[src/rtl/unet_ctrl_pkg.sv]
// Shared constants for the UNet sequencer: host status codes, state encoding
// and the buffer address-width helper.
package unet_ctrl_pkg;

    localparam logic [2:0] CTRL_CALC         = 3'd0;
    localparam logic [2:0] CTRL_SEND_WEIGHTS = 3'd1;
    localparam logic [2:0] CTRL_SEND_DATA    = 3'd2;
    localparam logic [2:0] CTRL_DATA_READY   = 3'd3;
    localparam logic [2:0] CTRL_IDLE         = 3'd4;
    localparam logic [2:0] CTRL_ERROR        = 3'd5;

    // State codes equal the host status codes so ctrl is a plain copy of state.
    localparam logic [2:0] S_CALC         = CTRL_CALC;
    localparam logic [2:0] S_SEND_WEIGHTS = CTRL_SEND_WEIGHTS;
    localparam logic [2:0] S_SEND_DATA    = CTRL_SEND_DATA;
    localparam logic [2:0] S_DATA_READY   = CTRL_DATA_READY;
    localparam logic [2:0] S_IDLE         = CTRL_IDLE;
    localparam logic [2:0] S_ERROR        = CTRL_ERROR;

    function automatic int unet_aw_min(input int n_layers, input int wpl,
                                       input int data_words, input int result_words);
        int m;
        m = n_layers * wpl;
        if (data_words > m) m = data_words;
        if (result_words > m) m = result_words;
        return $clog2(m);
    endfunction

endpackage

[src/rtl/unet_word_counter.sv]
// Up-counter with synchronous clear (used on state entry), load and
// terminal-count compare against a caller-supplied value.
module unet_word_counter #(
    parameter int W = 16
) (
    input  logic         clk,
    input  logic         rst,
    input  logic         clr,
    input  logic         ld,
    input  logic [W-1:0] ld_val,
    input  logic         inc,
    input  logic [W-1:0] tc_val,
    output logic [W-1:0] cnt,
    output logic         tc
);

    always_ff @(posedge clk) begin
        if (rst)      cnt <= '0;
        else if (clr) cnt <= '0;
        else if (ld)  cnt <= ld_val;
        else if (inc) cnt <= cnt + 1'b1;
    end

    assign tc = (cnt == tc_val);

endmodule

[src/rtl/unet_seq_ctrl.sv]
// UNet accelerator sequencer: frame load, per-layer weight load + compute, result drain.
// Optional CALC watchdog enabled by defining UNET_CTRL_TIMEOUT_EN.
//
// state        | meaning
// IDLE         | waiting for start
// SEND_DATA    | writing input activations to the activation buffer
// SEND_WEIGHTS | writing this layer's weights to the weight buffer
// CALC         | core kicked, waiting for core_done
// DATA_READY   | streaming results to the host
// ERROR        | watchdog expired, left only through rst
module unet_seq_ctrl
    import unet_ctrl_pkg::*;
#(
    parameter int DW           = 32,
    parameter int N_LAYERS     = 4,
    parameter int WPL          = 256,
    parameter int DATA_WORDS   = 1024,
    parameter int RESULT_WORDS = 1024,
    parameter int AW           = 16,
    localparam int LW          = $clog2(N_LAYERS) + 1
) (
    input  logic          clk,
    input  logic          rst,
    input  logic          start,
    input  logic          reuse_weights,
    input  logic [DW-1:0] data_in,
    input  logic          data_in_valid,
    output logic [2:0]    ctrl,
    output logic          busy,
    output logic [DW-1:0] data_out,
    output logic          data_out_valid,
    input  logic          data_out_ready,
    output logic [LW-1:0] layer_idx,
    output logic          mem_we,
    output logic          mem_sel,
    output logic [AW-1:0] mem_addr,
    output logic [DW-1:0] mem_wdata,
    output logic          core_start,
    input  logic          core_done,
    output logic [AW-1:0] res_addr,
    input  logic [DW-1:0] res_rdata,
    output logic          error
);

    if (AW < unet_aw_min(N_LAYERS, WPL, DATA_WORDS, RESULT_WORDS)) begin : g_aw_check
        $error("unet_seq_ctrl: AW too small for buffer depth");
    end

    logic [2:0]    state, state_nx;
    logic          reuse_eff, weights_cached, calc_first;
    logic          wr, xfer, entry, wd_expire;
    logic [AW-1:0] cnt, cnt_tc_val;
    logic          cnt_tc;
    logic [LW-1:0] layer;
    logic          layer_tc, layer_clr, layer_inc;

    assign wr   = (state == S_SEND_DATA || state == S_SEND_WEIGHTS) && data_in_valid;
    assign xfer = (state == S_DATA_READY) && data_out_ready;

    always_comb begin
        cnt_tc_val = AW'(RESULT_WORDS - 1);
        case (state)
            S_SEND_DATA:    cnt_tc_val = AW'(DATA_WORDS - 1);
            S_SEND_WEIGHTS: cnt_tc_val = AW'(WPL - 1);
            default:        cnt_tc_val = AW'(RESULT_WORDS - 1);
        endcase
    end

`ifdef UNET_CTRL_TIMEOUT_EN
    logic [23:0] wd;

    always_ff @(posedge clk) begin
        if (rst || state != S_CALC || core_done) wd <= '0;
        else                                     wd <= wd + 1'b1;
    end

    // Fires on the (2^24-1)th consecutive CALC cycle without core_done.
    assign wd_expire = (state == S_CALC) && !core_done && (wd == 24'hFF_FFFE);
    assign error     = (state == S_ERROR);
`else
    assign wd_expire = 1'b0;
    assign error     = 1'b0;
`endif

    always_comb begin
        state_nx  = state;
        layer_clr = 1'b0;
        layer_inc = 1'b0;
        case (state)
            S_IDLE: begin
                if (start) begin
                    state_nx  = S_SEND_DATA;
                    layer_clr = 1'b1;
                end
            end
            S_SEND_DATA: begin
                if (wr && cnt_tc) state_nx = reuse_eff ? S_CALC : S_SEND_WEIGHTS;
            end
            S_SEND_WEIGHTS: begin
                if (wr && cnt_tc) state_nx = S_CALC;
            end
            S_CALC: begin
                if (core_done) begin
                    if (layer_tc) begin
                        state_nx = S_DATA_READY;
                    end else begin
                        layer_inc = 1'b1;
                        state_nx  = reuse_eff ? S_CALC : S_SEND_WEIGHTS;
                    end
                end else if (wd_expire) begin
                    state_nx = S_ERROR;
                end
            end
            S_DATA_READY: begin
                if (xfer && cnt_tc) state_nx = S_IDLE;
            end
            S_ERROR: state_nx = S_ERROR;
            default: state_nx = S_IDLE;
        endcase
    end

    // CALC->CALC on a reused-weights layer advance counts as a fresh entry.
    assign entry = (state_nx != state) || (state == S_CALC && core_done);

    always_ff @(posedge clk) begin
        if (rst) begin
            state          <= S_IDLE;
            reuse_eff      <= 1'b0;
            weights_cached <= 1'b0;
            calc_first     <= 1'b0;
        end else begin
            state      <= state_nx;
            calc_first <= entry && (state_nx == S_CALC);
            if (state == S_IDLE && start)
                reuse_eff <= reuse_weights & weights_cached;
            if (state == S_CALC && core_done && layer_tc)
                weights_cached <= 1'b1;
        end
    end

    unet_word_counter #(.W(AW)) u_cnt (
        .clk    (clk),
        .rst    (rst),
        .clr    (entry),
        .ld     (1'b0),
        .ld_val ('0),
        .inc    (wr || xfer),
        .tc_val (cnt_tc_val),
        .cnt    (cnt),
        .tc     (cnt_tc)
    );

    unet_word_counter #(.W(LW)) u_layer (
        .clk    (clk),
        .rst    (rst),
        .clr    (layer_clr),
        .ld     (1'b0),
        .ld_val ('0),
        .inc    (layer_inc),
        .tc_val (LW'(N_LAYERS - 1)),
        .cnt    (layer),
        .tc     (layer_tc)
    );

    assign ctrl           = state;
    assign busy           = (state != S_IDLE);
    assign layer_idx      = layer;
    assign core_start     = (state == S_CALC) && calc_first;
    assign mem_we         = wr;
    assign mem_sel        = wr && (state == S_SEND_DATA);
    assign mem_wdata      = wr ? data_in : '0;
    assign data_out_valid = (state == S_DATA_READY);
    assign data_out       = data_out_valid ? res_rdata : '0;
    assign res_addr       = data_out_valid ? cnt : '0;

    always_comb begin
        mem_addr = '0;
        if (wr) begin
            if (state == S_SEND_DATA) mem_addr = cnt;
            else                      mem_addr = AW'(layer) * AW'(WPL) + cnt;
        end
    end

endmodule
[config.mk]
export PLATFORM = sky130hd
export DESIGN_NAME = unet_seq_ctrl
export DESIGN_NICKNAME = d
export VERILOG_FILES = /design/src/rtl/unet_ctrl_pkg.sv /design/src/rtl/unet_word_counter.sv /design/src/rtl/unet_seq_ctrl.sv
export SDC_FILE = /design/constraint.sdc
export NUM_CORES = 1
export LEC_CHECK = 0
export ABC_AREA = 1
export CAP_MARGIN = 20
export CORE_UTILIZATION = 25
export CTS_CLUSTER_SIZE = 14
export DETAILED_ROUTE_END_ITERATION = 12
export GPL_TIMING_DRIVEN = 0
export PLACE_DENSITY = 0.63
export SYNTH_ARGS = -nofsm -noshare
export SYNTH_HDL_FRONTEND = slang
export SYNTH_SLANG_ARGS = --single-unit
[constraint.sdc]
create_clock -name clk -period 4.61 [get_ports clk]
set_input_delay 0.922 -clock clk [delete_from_list [all_inputs] [get_ports clk]]
set_output_delay 0.922 -clock clk [all_outputs]
set_load 0.02 [all_outputs]
==> results.md, run 1 <==
* Status: complete, no violations
* CTS Buf Count at 3
* Area after DPL at 4265 sq um
* Vias per inst at 4.221
* Clock-pin slew on the worst setup and hold paths at 0.09 ns
* Initial Util at 0.2561
* Slew margin rel. at 0.6560
* Crit Path Max Fanout at 10
* Die Span Y at 99.05 um
* CP endpoint kind: output port
* CP Launch Type: primary input
* Post-CTS Setup Inserts at 0
* Area of the die at 9811 sq um
* CTS tree: done
* Die X-Extent at 99.05 um
* HP Class: reg -> reg
* CTS sink cnt at 25
* Flop and latch count out of synthesis at 25
* Ports at 179
* Fmax at 261.8 MHz
* Routed WL at 8438 um
* Post-CTS Resized at 0
* Row cnt at 35
* Max Slew Vio Count at 0
* Non-Filler Cell Area, Final at 4312 sq um
* Pwr Density at 125.4 nW/um^2
* Largest net degree at the start of global routing at 15
* Syn Nets at 519
* Ranking of synthesized cells by area: nor2_1 (22%), dfxtp_1 (21%), inv_1 (18%)
* All-Layer GR Usage at 0.1696
* Synthesized area per cell at 5.340 sq um
* Final Wtd Congestion at 0.8925
* Area share of the largest cell type after synthesis at 0.2232
* Post-route DRC at 0
* Crit-path most repeated cell: clkdlybuf4s50_1
* Seq/Total Area, Yosys at 0.2125
* Final critical-path required period at 3.819 ns
* Final #Nets at 701
* Yosys top cell by area: nor2_1
* TritonRoute pass-1 iters at 4
* Routed WL per cell at 11.51 um
* GR Overflow Total at 0
* Core area at 9196 sq um
* RSZ-0062 raised after global routing: no
* Most common cell in the synthesized netlist: nor2_1
* Critical path class: in -> out
* Max Cap Viol at 0
* Post-synth cell types at 28
* Htree depth at 1
* Clock skew at 0.008024 ns
* Critical Path, Cell by Cell: clkdlybuf4s50_1 -> inv_1 -> a21oi_4 -> inv_2 -> clkbuf_1 -> nor2_1 -> clkdlybuf4s50_1
* Synth-to-layout area growth at 83.10%
* List of most frequent post-synthesis cells: nor2_1 (140), inv_1 (115), nand2_1 (49)
* Synth Warn # at 0
* ANT cells at 0
* Mapped Area at 2355 sq um
* Clk root buf: clkbuf_8
* HPWL after detailed placement at 7059 um
* Req. time, crit path at 3.69 ns
* Crit path arrival time at 2.90 ns
* CP startpoint: data_in_valid
* Vias in the first global route at 2937
* Worst-skew pair later-pin latency at 0.28 ns
* Number of synthesized flops with an enable pin at 0
* Vias at 3094
* Final period utilization at 0.8284
* Post-Synthesis Cells at 441
* CP max-delay cell: clkdlybuf4s50_1
* Worst r2r src: u_cnt.cnt[0]
* # hold bufs at CTS at 0
* Total leakage power at 1.940 nW
* Fillers at 950
* Initial antenna violation count at 0
* First-pass GRT wire length at 13540 um
* Final ANT Viol Nets at 0
* Fin Setup TNS at 0 ns
* Buffer depth of the longest clock path at 2
* Final Hold Viols at 0
* Worst hold start: weights_cached
* Worst-case vdd ir drop at 86.36 uV
* Top FF cell, synth: dfxtp_1
* Max incr delay on CP at 0.62 ns
* Asr flop ratio synth at 0
* Port buffer count at 177
* DR iter-0 viols at 78
* Layout cells sized above 1 at 0.03859
* Final setup viols at 0
* Actual slew at the worst max-slew pin at 0.5160 ns
==> path summary, 6_finish.rpt <==
path / endpoint / cells past startpoint / slack, ns
max: mem_addr[6] / 7 / 0.79
min: weights_cached / 2 / 0.46
max reg2reg: u_cnt.cnt[10] / 13 / 2.43
min reg2reg: weights_cached / 2 / 0.46
==> area by class of cell <==
cell class                      count  area, sq um  area share
Buffer                             13        65.06     0.01509
Clock buffer                        3        41.29    0.009576
Clock inverter                      1        5.005    0.001161
Inverter                          119        446.7      0.1036
Multi-Input combinational cell    284         1343      0.3114
Sequential cell                    25        500.5      0.1161
Tap cell                          111        138.9     0.03221
Timing Repair Buffer              177         1772      0.4109
==> flip-flops by register name, summed over array words and instances (netlist names) <==
signal,count
reuse_eff,1
u_cnt.cnt,16
u_layer.cnt,3
calc_first,1
weights_cached,1
ctrl,3
==> cells by family after synthesis <==
| kind of cell | share of synthesized area |
|---|---|
| compound gates | 0.08662 |
| xor+xnor | 0.03719 |
| fa+ha+maj | 0.04038 |
| buf+inv | 0.2173 |
| flops | 0.2125 |
| other cells | 0.001593 |
| simple gates | 0.4044 |
==> layer usage <==
metal  vias up  share of wire  global-route usage
met5         -              0                   0
met4         0          0.012             0.04525
met3         7          0.066             0.02695
met2       106           0.50              0.3271
met1      1337           0.42              0.1918
li1       1644              -                   -
==> layout by cell type, fill, tap and decap left out, types with 3 or more instances in the layout <==
cell             instances
nor2_1                 140
inv_1                  115
ha_1                     6
nand3_2                  4
nor3_1                   3
clkbuf_8                 3
clkbuf_1                 9
nand3_1                 19
inv_2                    4
nand4_1                  7
o21ai_0                 11
xor2_1                  10
a21oi_1                 22
clkdlybuf4s50_1        177
dfxtp_1                 25
nand2_1                 49
==> through the flow <==
step | hold WS [ns] | setup slack, ns | total power, mW | util | instances
5_1_grt | 0.4935 | 0.6404 | 0.5679 | 0.4688 | 733
3_5_place_dp | 0.4451 | 0.7455 | 0.4116 | 0.4638 | 729
6_report | 0.4575 | 0.7909 | 0.5408 | 0.4688 | 733
2_1_floorplan | 0.4246 | 1.812 | 0.3102 | - | 441
3_3_place_gp | 0.4375 | 0.7569 | 0.4096 | 0.4638 | 729
4_1_cts | 0.4588 | 0.7518 | 0.5475 | 0.4688 | 733
==> where the power goes <==
part           internal (mW)  total [mW]  switching (mW)
Combinational         0.0964       0.179          0.0827
Sequential             0.221       0.226         0.00582
Clock                 0.0607       0.135          0.0747
Total                  0.378       0.541           0.163
==> worst max-delay path: cells and delay by family <==
family	cells	cell delay (ns)
buffers and inverters	5	1.56
AND/OR/NAND/NOR	1	0.16
AO/OA/AOI/OAI	1	0.25
Note: power is estimated with default switching activity, not from simulation.
==> inputs of run 2 (changes only) <==
PLACE_DENSITY = 0.65   (was 0.63)
clock period = 3.5 ns   (was 4.61 ns; I/O delays follow)
==> run 2 against run 1 <==
Compared with the run above:
- the flow now finishes with violations (design-rule violations)
- register-to-register slack lost 1.1 ns
- worst setup slack lost 0.55 ns
- global-route usage grew 0.72 points
- worst hold slack gained 0.0048 ns
- non-clock buffer count grew 1
- clock skew grew 0.0082 ns
- core utilization grew 0.16 points
- die area is the same
- flip-flop and latch count is the same
- routed wire length grew 3.5%
- first-iteration DRC count shrank 12%
- power grew 33%
==> results.md, run 2 (same netlist as run 1, synthesis figures left out) <==
* Status: finished, violations left
* Failing checks: design-rule violations
* Final Wtd Congestion at 0.8868 (-0.64%)
* Total leakage power at 1.974 nW (+1.8%)
* Initial antenna violation count at 1 (+1)
* Fmax at 306.4 MHz
* Buffer depth of the longest clock path at 2 (unchanged)
* Max reg flops at 16 (unchanged)
* CP endpoint kind: output port
* CP Launch Type: primary input
* Req. time, crit path at 2.80 ns (-0.89 ns)
* Final critical-path required period at 3.263 ns
* Clock skew at 0.01627 ns (+0.008242 ns)
* Routed WL at 8736 um (+3.5%)
* WHS at 0.4623 ns (+0.004801 ns)
* Pwr Density at 166.0 nW/um^2 (+32%)
* Final ANT Viol Nets at 0 (unchanged)
* GR Overflow Total at 0 (unchanged)
* Max Cap Viol at 0 (unchanged)
* Reg with most FFs: u_cnt.cnt
* Initial Util at 0.2561 (unchanged)
* Worst-case vdd ir drop at 113.5 uV (+31%)
* Die X-Extent at 99.05 um (unchanged)
* Port buffer count at 177 (unchanged)
* RSZ-0062 raised after global routing: no
* # hold bufs at CTS at 0 (unchanged)
* Worst-skew pair later-pin latency at 0.28 ns (about the same)
* HPWL after detailed placement at 7360 um (+4.3%)
* Final Hold Viols at 0 (unchanged)
* Die Span Y at 99.05 um (unchanged)
* Final setup viols at 0 (unchanged)
* Ports at 179 (unchanged)
* Row cnt at 35 (unchanged)
* CTS tree: done
* CTS sink cnt at 25 (unchanged)
* First-pass GRT wire length at 13950 um (+3.1%)
* Area of the die at 9811 sq um (unchanged)
* Htree depth at 1 (unchanged)
* Post-route DRC at 1 (+1)
* HP Class: reg -> reg
* All-Layer GR Usage at 0.1768 (+0.007184)
* CTS Buf Count at 3 (unchanged)
* Cells after DPL at 729 (unchanged)
* Reg2Reg Setup Slack at 1.31 ns (-1.12 ns)
* Synth-to-layout area growth at 83.74%
* Commonest cells after routing, fill and taps aside: clkdlybuf4s50_1 (174), nor2_1 (140), inv_1 (115), nand2_1 (49), dfxtp_1 (25)
* Crit Path Max Fanout at 10 (unchanged)
* Vias per inst at 4.287 (+1.6%)
* Largest net degree at the start of global routing at 16 (+1)
* DR iter-0 viols at 69 (-12%)
* Layout cells sized above 1 at 0.04334 (+0.004753)
* Vias at 3151 (+1.8%)
* Routed WL per cell at 11.89 um (+3.2%)
* Core area at 9196 sq um (unchanged)
* Vias in the first global route at 2888 (-1.7%)
* TritonRoute pass-1 iters at 8 (+4)
* Final period utilization at 0.9324
* Crit path arrival time at 2.56 ns (-0.34 ns)
* Critical path class: in -> out
* Max Slew Vio Count at 0 (unchanged)
* Layout Cells excl Fill at 735 (+0.27%)
* Clock-pin slew on the worst setup and hold paths at 0.09 ns (about the same)
* Most common cell after layout, fill and taps aside: clkdlybuf4s50_1
* Final #Nets at 702 (+0.14%)
* Clk root buf: clkbuf_8
run 2: path summary, 6_finish.rpt:
kind / to / cells after the start / startpoint
setup reg to reg: u_cnt.cnt[10] / 13 / u_cnt.cnt[0]
setup / recovery: mem_wdata[30] / 7 / data_in_valid
hold reg to reg: weights_cached / 2 / weights_cached
hold / removal: weights_cached / 2 / weights_cached
run 2: metrics by stage:
| step | setup slack [ns] | TNS (ns) | area (sq um) | util | total power [mW] |
|---|---|---|---|---|---|
| after floorplan | 1.037 | 0 | 2355 | - | 0.4085 |
| after global placement | -0.001188 | -0.001188 | 4265 | 0.4638 | 0.5396 |
| after detailed placement | -0.02287 | -0.02287 | 4265 | 0.4638 | 0.5431 |
| after CTS | 0.002827 | 0 | 4312 | 0.4688 | 0.7244 |
| after global routing | 0.1075 | 0 | 4327 | 0.4705 | 0.7611 |
| final | 0.2368 | 0 | 4327 | 0.4705 | 0.7181 |
run 2: critical path, cell delays in order:
cell and delay (ns):
clkdlybuf4s50_1 0.47, inv_1 0.07, a21oi_4 0.17, inv_2 0.13, clkbuf_1 0.23, nor2_1 0.15
clkdlybuf4s50_1 0.62
run 2: timing repair:
item	CTS	global route
gates resized for setup	2	6
setup endpoints to repair	2	30
setup buffers	0	1
pin swaps	0	0
run 2: metal layers:
layer	track usage	routed length, um	part of all wire	vias up
met1	0.1999	3658	0.42	1391
li1	-	-	-	1647
met4	0.05090	178	0.020	0
met2	0.3394	4360	0.50	102
met5	0	0	0	-
met3	0.02766	539	0.062	11
run 2: layout make-up:
class / instances / area, sq um
Multi-Input combinational cell: 284 / 1343
Buffer: 13 / 67.56
Clock inverter: 1 / 7.507
Tap cell: 111 / 138.9
Sequential cell: 25 / 500.5
Inverter: 119 / 446.7
Fill cell: 998 / 4870
Timing Repair Buffer: 178 / 1779
Antenna cell: 1 / 2.502
Clock buffer: 3 / 41.29
run 2: power breakdown:
part	switching [mW]	total [mW]	internal [mW]
clock network	0.101	0.182	0.0809
registers	0.00768	0.298	0.290
logic	0.110	0.238	0.127
total	0.219	0.718	0.499
